**config.mk**
```make
export PLATFORM = sky130hd
export DESIGN_NAME = sm_data_mem_responder
export DESIGN_NICKNAME = d
export VERILOG_FILES = /design/src/rtl/sm_pkg.sv /design/src/rtl/sm_mem_array.sv /design/src/rtl/sm_data_mem_responder.sv
export SDC_FILE = /design/constraint.sdc
export NUM_CORES = 2
export LEC_CHECK = 0
export CAP_MARGIN = 20
export CELL_PAD_IN_SITES_DETAIL_PLACEMENT = 1
export CELL_PAD_IN_SITES_GLOBAL_PLACEMENT = 1
export CORE_MARGIN = 1
export CORE_UTILIZATION = 40
export DETAILED_ROUTE_END_ITERATION = 16
export PLACE_DENSITY_LB_ADDON = 0.1
export SYNTH_ARGS = -nofsm -noshare
export SYNTH_HDL_FRONTEND = slang
export SYNTH_SLANG_ARGS = --single-unit
```
**constraint.sdc**
```tcl
create_clock -name clk -period 12.7 [get_ports clk]
set_clock_uncertainty 0.1 [all_clocks]
set_input_delay 1.27 -clock clk [delete_from_list [all_inputs] [get_ports clk]]
set_output_delay 1.27 -clock clk [all_outputs]
set_load 0.02 [all_outputs]
```
**src/rtl/sm_pkg.sv**
```systemverilog
// Shared S-Machine memory-port constants and data-responder state encoding.
// Also used by the interpreter's memory port.
package sm_pkg;

  localparam int unsigned SM_ADDR_W = 8;
  localparam int unsigned SM_DATA_W = 16;

  localparam logic SM_MEM_RD = 1'b0;
  localparam logic SM_MEM_WR = 1'b1;

  typedef enum logic {
    ST_IDLE   = 1'b0,
    ST_ACTIVE = 1'b1
  } sm_resp_state_e;

endpackage

```
**src/rtl/sm_mem_array.sv**
```systemverilog
// Single-port DEPTH x DATA_W data store with write-enable and a registered,
// holding read port; out-of-range reads return 0 and out-of-range writes are dropped.
module sm_mem_array
  import sm_pkg::*;
#(
  parameter int unsigned ADDR_W = SM_ADDR_W,
  parameter int unsigned DATA_W = SM_DATA_W,
  parameter int unsigned DEPTH  = 256
) (
  input  logic              clk,
  input  logic              rst_n,
  input  logic              we_i,
  input  logic              re_i,
  input  logic [ADDR_W-1:0] addr_i,
  input  logic [DATA_W-1:0] wdata_i,
  output logic [DATA_W-1:0] rdata_o
);

  localparam int unsigned IDX_W = (DEPTH > 1) ? $clog2(DEPTH) : 1;

  logic [DATA_W-1:0] mem_q [DEPTH];
  logic [DATA_W-1:0] rdata_q;
  logic              in_range;
  logic [IDX_W-1:0]  idx;

  assign in_range = 32'(addr_i) < DEPTH;
  assign idx      = IDX_W'(addr_i);

  // Storage is deliberately left unreset.
  always_ff @(posedge clk) begin
    if (we_i && in_range) begin
      mem_q[idx] <= wdata_i;
    end
  end

  // Read register only moves on a read, so it holds across writes and idle.
  always_ff @(posedge clk or negedge rst_n) begin
    if (!rst_n) begin
      rdata_q <= '0;
    end else if (re_i) begin
      rdata_q <= in_range ? mem_q[idx] : '0;
    end
  end

  assign rdata_o = rdata_q;

endmodule

```
**src/rtl/sm_data_mem_responder.sv**
```systemverilog
// S-Machine data-bus responder: latency-controlled LD/ST service with a one-deep
// pending slot. Define SM_MEM_WRITE_PROTECT_EN to block writes below WP_LIMIT.
module sm_data_mem_responder
  import sm_pkg::*;
#(
  parameter int unsigned ADDR_W    = SM_ADDR_W,
  parameter int unsigned DATA_W    = SM_DATA_W,
  parameter int unsigned DEPTH     = 256,
  parameter int unsigned READ_LAT  = 2,
  parameter int unsigned WRITE_LAT = 1,
  parameter int unsigned WP_LIMIT  = 16
) (
  input  logic              clk,
  input  logic              rst_n,
  input  logic              req,
  input  logic              read_write_memory,
  input  logic [ADDR_W-1:0] addr,
  input  logic [DATA_W-1:0] data_out_memory,
  output logic [DATA_W-1:0] data_in_memory,
  output logic              ack,
  output logic              busy,
  output logic              overflow,
  output logic              wp_fault
);

  localparam int unsigned MAX_LAT = (READ_LAT > WRITE_LAT) ? READ_LAT : WRITE_LAT;
  localparam int unsigned CNT_W   = (MAX_LAT > 1) ? $clog2(MAX_LAT) : 1;
`ifdef SM_MEM_WRITE_PROTECT_EN
  localparam logic WP_EN = 1'b1;
`else
  localparam logic WP_EN = 1'b0;
`endif

  sm_resp_state_e    state_q, state_d;
  logic [CNT_W-1:0]  cnt_q, cnt_d;
  logic              act_rw_q, act_rw_d;
  logic [ADDR_W-1:0] act_addr_q, act_addr_d;
  logic [DATA_W-1:0] act_data_q, act_data_d;
  logic              pend_vld_q, pend_vld_d;
  logic              pend_rw_q, pend_rw_d;
  logic [ADDR_W-1:0] pend_addr_q, pend_addr_d;
  logic [DATA_W-1:0] pend_data_q, pend_data_d;
  logic              ack_q, ack_d;
  logic              wp_q, wp_d;
  logic              ovf_q, ovf_d;
  logic              done_c;
  logic              blocked_c;
  logic              mem_we_c;
  logic              mem_re_c;

  function automatic logic [CNT_W-1:0] lat_load(input logic rw);
    return (rw == SM_MEM_WR) ? CNT_W'(WRITE_LAT - 1) : CNT_W'(READ_LAT - 1);
  endfunction

  // Completion cycle: the active access retires at the end of this cycle.
  assign done_c    = (state_q == ST_ACTIVE) && (cnt_q == '0);
  assign blocked_c = WP_EN && (act_rw_q == SM_MEM_WR) && (32'(act_addr_q) < WP_LIMIT);
  assign mem_we_c  = done_c && (act_rw_q == SM_MEM_WR) && !blocked_c;
  assign mem_re_c  = done_c && (act_rw_q == SM_MEM_RD);

  always_ff @(posedge clk or negedge rst_n) begin
    if (!rst_n) begin
      state_q     <= ST_IDLE;
      cnt_q       <= '0;
      act_rw_q    <= SM_MEM_RD;
      act_addr_q  <= '0;
      act_data_q  <= '0;
      pend_vld_q  <= 1'b0;
      pend_rw_q   <= SM_MEM_RD;
      pend_addr_q <= '0;
      pend_data_q <= '0;
      ack_q       <= 1'b0;
      wp_q        <= 1'b0;
      ovf_q       <= 1'b0;
    end else begin
      state_q     <= state_d;
      cnt_q       <= cnt_d;
      act_rw_q    <= act_rw_d;
      act_addr_q  <= act_addr_d;
      act_data_q  <= act_data_d;
      pend_vld_q  <= pend_vld_d;
      pend_rw_q   <= pend_rw_d;
      pend_addr_q <= pend_addr_d;
      pend_data_q <= pend_data_d;
      ack_q       <= ack_d;
      wp_q        <= wp_d;
      ovf_q       <= ovf_d;
    end
  end

  always_comb begin
    state_d     = state_q;
    cnt_d       = cnt_q;
    act_rw_d    = act_rw_q;
    act_addr_d  = act_addr_q;
    act_data_d  = act_data_q;
    pend_vld_d  = pend_vld_q;
    pend_rw_d   = pend_rw_q;
    pend_addr_d = pend_addr_q;
    pend_data_d = pend_data_q;
    ovf_d       = ovf_q;

    case (state_q)
      ST_IDLE: begin
        if (req) begin
          state_d    = ST_ACTIVE;
          act_rw_d   = read_write_memory;
          act_addr_d = addr;
          act_data_d = data_out_memory;
          cnt_d      = lat_load(read_write_memory);
        end
      end
      ST_ACTIVE: begin
        if (cnt_q != '0) begin
          cnt_d = cnt_q - CNT_W'(1);
          if (req) begin
            if (!pend_vld_q) begin
              pend_vld_d  = 1'b1;
              pend_rw_d   = read_write_memory;
              pend_addr_d = addr;
              pend_data_d = data_out_memory;
            end else begin
              ovf_d = 1'b1;
            end
          end
        end else if (pend_vld_q) begin
          // Promote the pending request, then refill the slot from req.
          act_rw_d   = pend_rw_q;
          act_addr_d = pend_addr_q;
          act_data_d = pend_data_q;
          cnt_d      = lat_load(pend_rw_q);
          pend_vld_d = req;
          if (req) begin
            pend_rw_d   = read_write_memory;
            pend_addr_d = addr;
            pend_data_d = data_out_memory;
          end
        end else if (req) begin
          act_rw_d   = read_write_memory;
          act_addr_d = addr;
          act_data_d = data_out_memory;
          cnt_d      = lat_load(read_write_memory);
        end else begin
          state_d = ST_IDLE;
        end
      end
      default: state_d = ST_IDLE;
    endcase

    ack_d = (state_d == ST_ACTIVE) && (cnt_d == '0);
    wp_d  = ack_d && WP_EN && (act_rw_d == SM_MEM_WR) && (32'(act_addr_d) < WP_LIMIT);
  end

  sm_mem_array #(
    .ADDR_W (ADDR_W),
    .DATA_W (DATA_W),
    .DEPTH  (DEPTH)
  ) u_array (
    .clk     (clk),
    .rst_n   (rst_n),
    .we_i    (mem_we_c),
    .re_i    (mem_re_c),
    .addr_i  (act_addr_q),
    .wdata_i (act_data_q),
    .rdata_o (data_in_memory)
  );

  assign ack      = ack_q;
  assign wp_fault = wp_q;
  assign overflow = ovf_q;
  assign busy     = (state_q == ST_ACTIVE) || pend_vld_q;

endmodule

```
==> impl_metrics.csv <==
group,metric,value,unit
outcome,run_status,"completed",
grt,grt_pass1_vias,82000,
setup_path,start_kind,"flop",
route,dr_wl_met3,24900,um
power_and_ir_drop,p_per_area,231,nW/um^2
logic_synthesis,syn_area,160000,um^2
final_layout,syn_to_final_growth,15.2,%
clocking,htreeDepth,5,
setup_path,cp_max_fo,37,
placement,dp_hpwl,295000,um
setup_path,required,13470,ps
logic_synthesis,synth-edff-count,4096,
setup_path,cp-end-kind,"flop",
grt,grt_max_degree,145,
final_layout,layout_commonest_cell,"edfxtp_1",
clocking,tritoncts,"done",
clocking,clk_path_buf_depth,4,
route,drc,0,
logic_synthesis,ys.flop_type,"edfxtp_1",
job,max_cap_viol_count,0,
floorplanning,rows,232,
setup_path,cp_data_arrival_time,6760,ps
clocking,hold_buffers,0,
logic_synthesis,yosysTopAreaCellShare,76.7,%
clocking,root_buffer,"clkbuf_16",
power_and_ir_drop,vdd_ir_drop_max,0.000167,V
logic_synthesis,synthCells,7345,
route,highest_layer,"met4",
sta,rsz0062_at_grt,"false",
power_and_ir_drop,p_leak,57.7,nW
logic_synthesis,synthDistinctLibCells,63,
clocking,clk_pin_slew,60,ps
logic_synthesis,ys_seq_elements,4167,
route,postRouteAntennaNets,0,
power_and_ir_drop,p_int,28.6,mW
route,m1WireLength,209000,um
floorplanning,core-area,399000,um^2
sta,period_share,47.1,%
floorplanning,dieArea,404000,um^2
final_layout,drive_gt1_share,29.1,%
sta,setup_viol,0,
sta,timing.final.hold_violations,0,
sta,finalCriticalPeriod,5980,ps
logic_synthesis,synth_nets,7374,
logic_synthesis,seq_area_frac_synth,77.8,%
sta,maxSlewViolCount,0,
floorplanning,die_y,635,um
power_and_ir_drop,pwr-share-seq,41.6,%
final_layout,layout_common_cells,"edfxtp_1, mux4_2, clkbuf_16, buf_4, mux2i_1",
placement,portBuffers,46,
logic_synthesis,ys_warn_count,0,
grt,grt-ovfl-total,0,
logic_synthesis,synthArstFlopShare,1.70,%
clocking,cts.repair.resized,0,
route,drt_iter0_markers,8752,
route,met2_length,241000,um
power_and_ir_drop,combPwrFrac,27.8,%
placement,routabilityCongestion,0.809,
sta,setup_tns,0,ps
sta,max_freq,167,MHz
placement,post_dp_cell_area,170000,um^2
route,detail_route.wl_per_cell,36.1,um
clocking,clkLatencyLatePin,1010,ps
floorplanning,die_w,635,um
clocking,clock-sinks,4167,
sta,tightest_slew,1260,ps
grt,track_usage,23.8,%
final_layout,final_area,185000,um^2
floorplanning,initial_core_util,40.2,%
logic_synthesis,yosysTopAreaCell,"edfxtp_1",
grt,grt_pass1_wl,676000,um
power_and_ir_drop,p_sw_share,33.2,%
worst_hold_path,hold_class,"in2async",
logic_synthesis,synthTopCellsByArea,"edfxtp_1, mux4_2, mux2i_1, dfrtp_1, nor2_1",
floorplanning,io_pins,48,
route,drt-total-wl,488000,um
clocking,cts_buffers,448,
final_layout,regArea,125000,um^2
clocking,post_cts_buffers,0,
logic_synthesis,avgSynthCellArea,21.8,um^2
route,dr.pass1.iters,5,
final_layout,fin_nets,7882,
power_and_ir_drop,clockPowerShare,30.6,%
setup_path,critPathKind,"reg2reg",
grt,antenna_found_initial,31,
route,vias,79200,
final_layout,fillers,35700,
sta,relSlewSlack,15.4,%
final_layout,multiInputGateArea,34200,um^2
route,routed_via_density,5.86,
power_and_ir_drop,power.switching,14.2,mW
power groups by stage:
stage          Clock, mW  Sequential [mW]  Combinational (mW)
6_report            13.1             17.8                11.9
5_1_grt             13.8             17.8                12.4
4_1_cts             13.3             17.8                12.1
3_5_place_dp           0             18.1                12.1
3_3_place_gp           0             18.1                11.9
2_1_floorplan          0             18.7                6.13
synthesized netlist by cell type, drive strengths merged (3+ instances only):
master,number
nor4bb,4
a32oi,77
nor4,5
o32ai,3
clkbuf,164
o22ai,59
mux2,100
and4,3
o2bb2ai,6
and2,6
nor3,51
a22o,16
a31oi,35
a221oi,15
nand2,262
inv,4
a311oi,3
o211ai,3
a211o,3
nor2b,16
nand2b,9
dfrtp,71
a21oi,116
a21o,3
buf,264
nor2,304
o21ai,130
a22oi,68
o22a,13
mux2i,331
mux4,977
edfxtp,4096
o21bai,5
or2,4
nand3,61
and3,9
a2111oi,11
o41ai,4
a211oi,12
worst paths after layout:
| path | startpoint | endpoint | slack, ps | cells after the start |
|---|---|---|---|---|
| worst max-delay path | act_addr_q[3] | u_array.rdata_o[11] | 6720 | 11 |
| worst min-delay path | rst_n | pend_data_q[1] | 170 | 1 |
| min in group clk | overflow | overflow | 370 | 1 |
| max in group asynchronous | rst_n | act_addr_q[0] | 10950 | 2 |
| worst max register to register | act_addr_q[3] | u_array.rdata_o[11] | 6720 | 11 |
| worst min register to register | overflow | overflow | 370 | 1 |
layout make-up:
| class | instances | share of cell area (%) |
|---|---|---|
| repair buffers | 486 | 2.45 |
| flip-flops and latches | 4167 | 67.6 |
| diodes | 8 | 0.0108 |
| multi-input cells | 2746 | 18.5 |
| well taps | 5265 | 3.56 |
| clock buffers | 564 | 6.45 |
| inverters | 4 | 0.0135 |
| clock inverters | 270 | 1.44 |
registers in the layout (all words and copies together), names as in the netlist, 8 cells and up:
register and cells:
act_data_q 16, u_array.mem_q 4096, pend_addr_q 8, u_array.rdata_o 16
pend_data_q 16, act_addr_q 8
layer usage:
layer / track usage, % / vias to the layer above
li1: - / 32000
met1: 33.4 / 44200
met2: 39.8 / 2451
met3: 2.86 / 572
met4: 6.12 / 0
met5: 0 / -
critical path, stage by stage (launching register included):
cell and delay (ps):
dfrtp_4 710, buf_4 610, buf_4 580, buf_4 510, buf_4 630, mux4_2 400, and3_1 180, a2111oi_0 800
o21ai_1 350, a311oi_1 470, buf_4 250, o22ai_1 90
cells by family (layout without fill, tap and decap cells):
logic type / Yosys count / count (layout) / share of synthesized area (%)
AND/OR/NAND/NOR: 743 / 743 / 1.95
multiplexers: 1408 / 1408 / 16.5
other: 1 / 9 / 0.00234
buffers and inverters: 432 / 1324 / 1.32
AO/OA/AOI/OAI: 593 / 593 / 2.44
adder cells (fa/ha/maj): 1 / 1 / 0.00780
flip-flops: 4167 / 4167 / 77.8
stage by stage:
step | hold slack (ps) | cells | setup WS, ps | power (mW) | utilization [%]
after global routing | 168 | 13500 | 6600 | 44.0 | 46.3
after floorplan | 379 | 7345 | 8610 | 24.8 | -
after CTS | 114 | 13500 | 6730 | 43.2 | 46.2
after global placement | 362 | 12600 | 6100 | 30.0 | 42.4
final | 168 | 13500 | 6720 | 42.7 | 46.3
after detailed placement | 364 | 12600 | 6710 | 30.2 | 42.6
No activity file was read; power rests on OpenSTA's default activity.
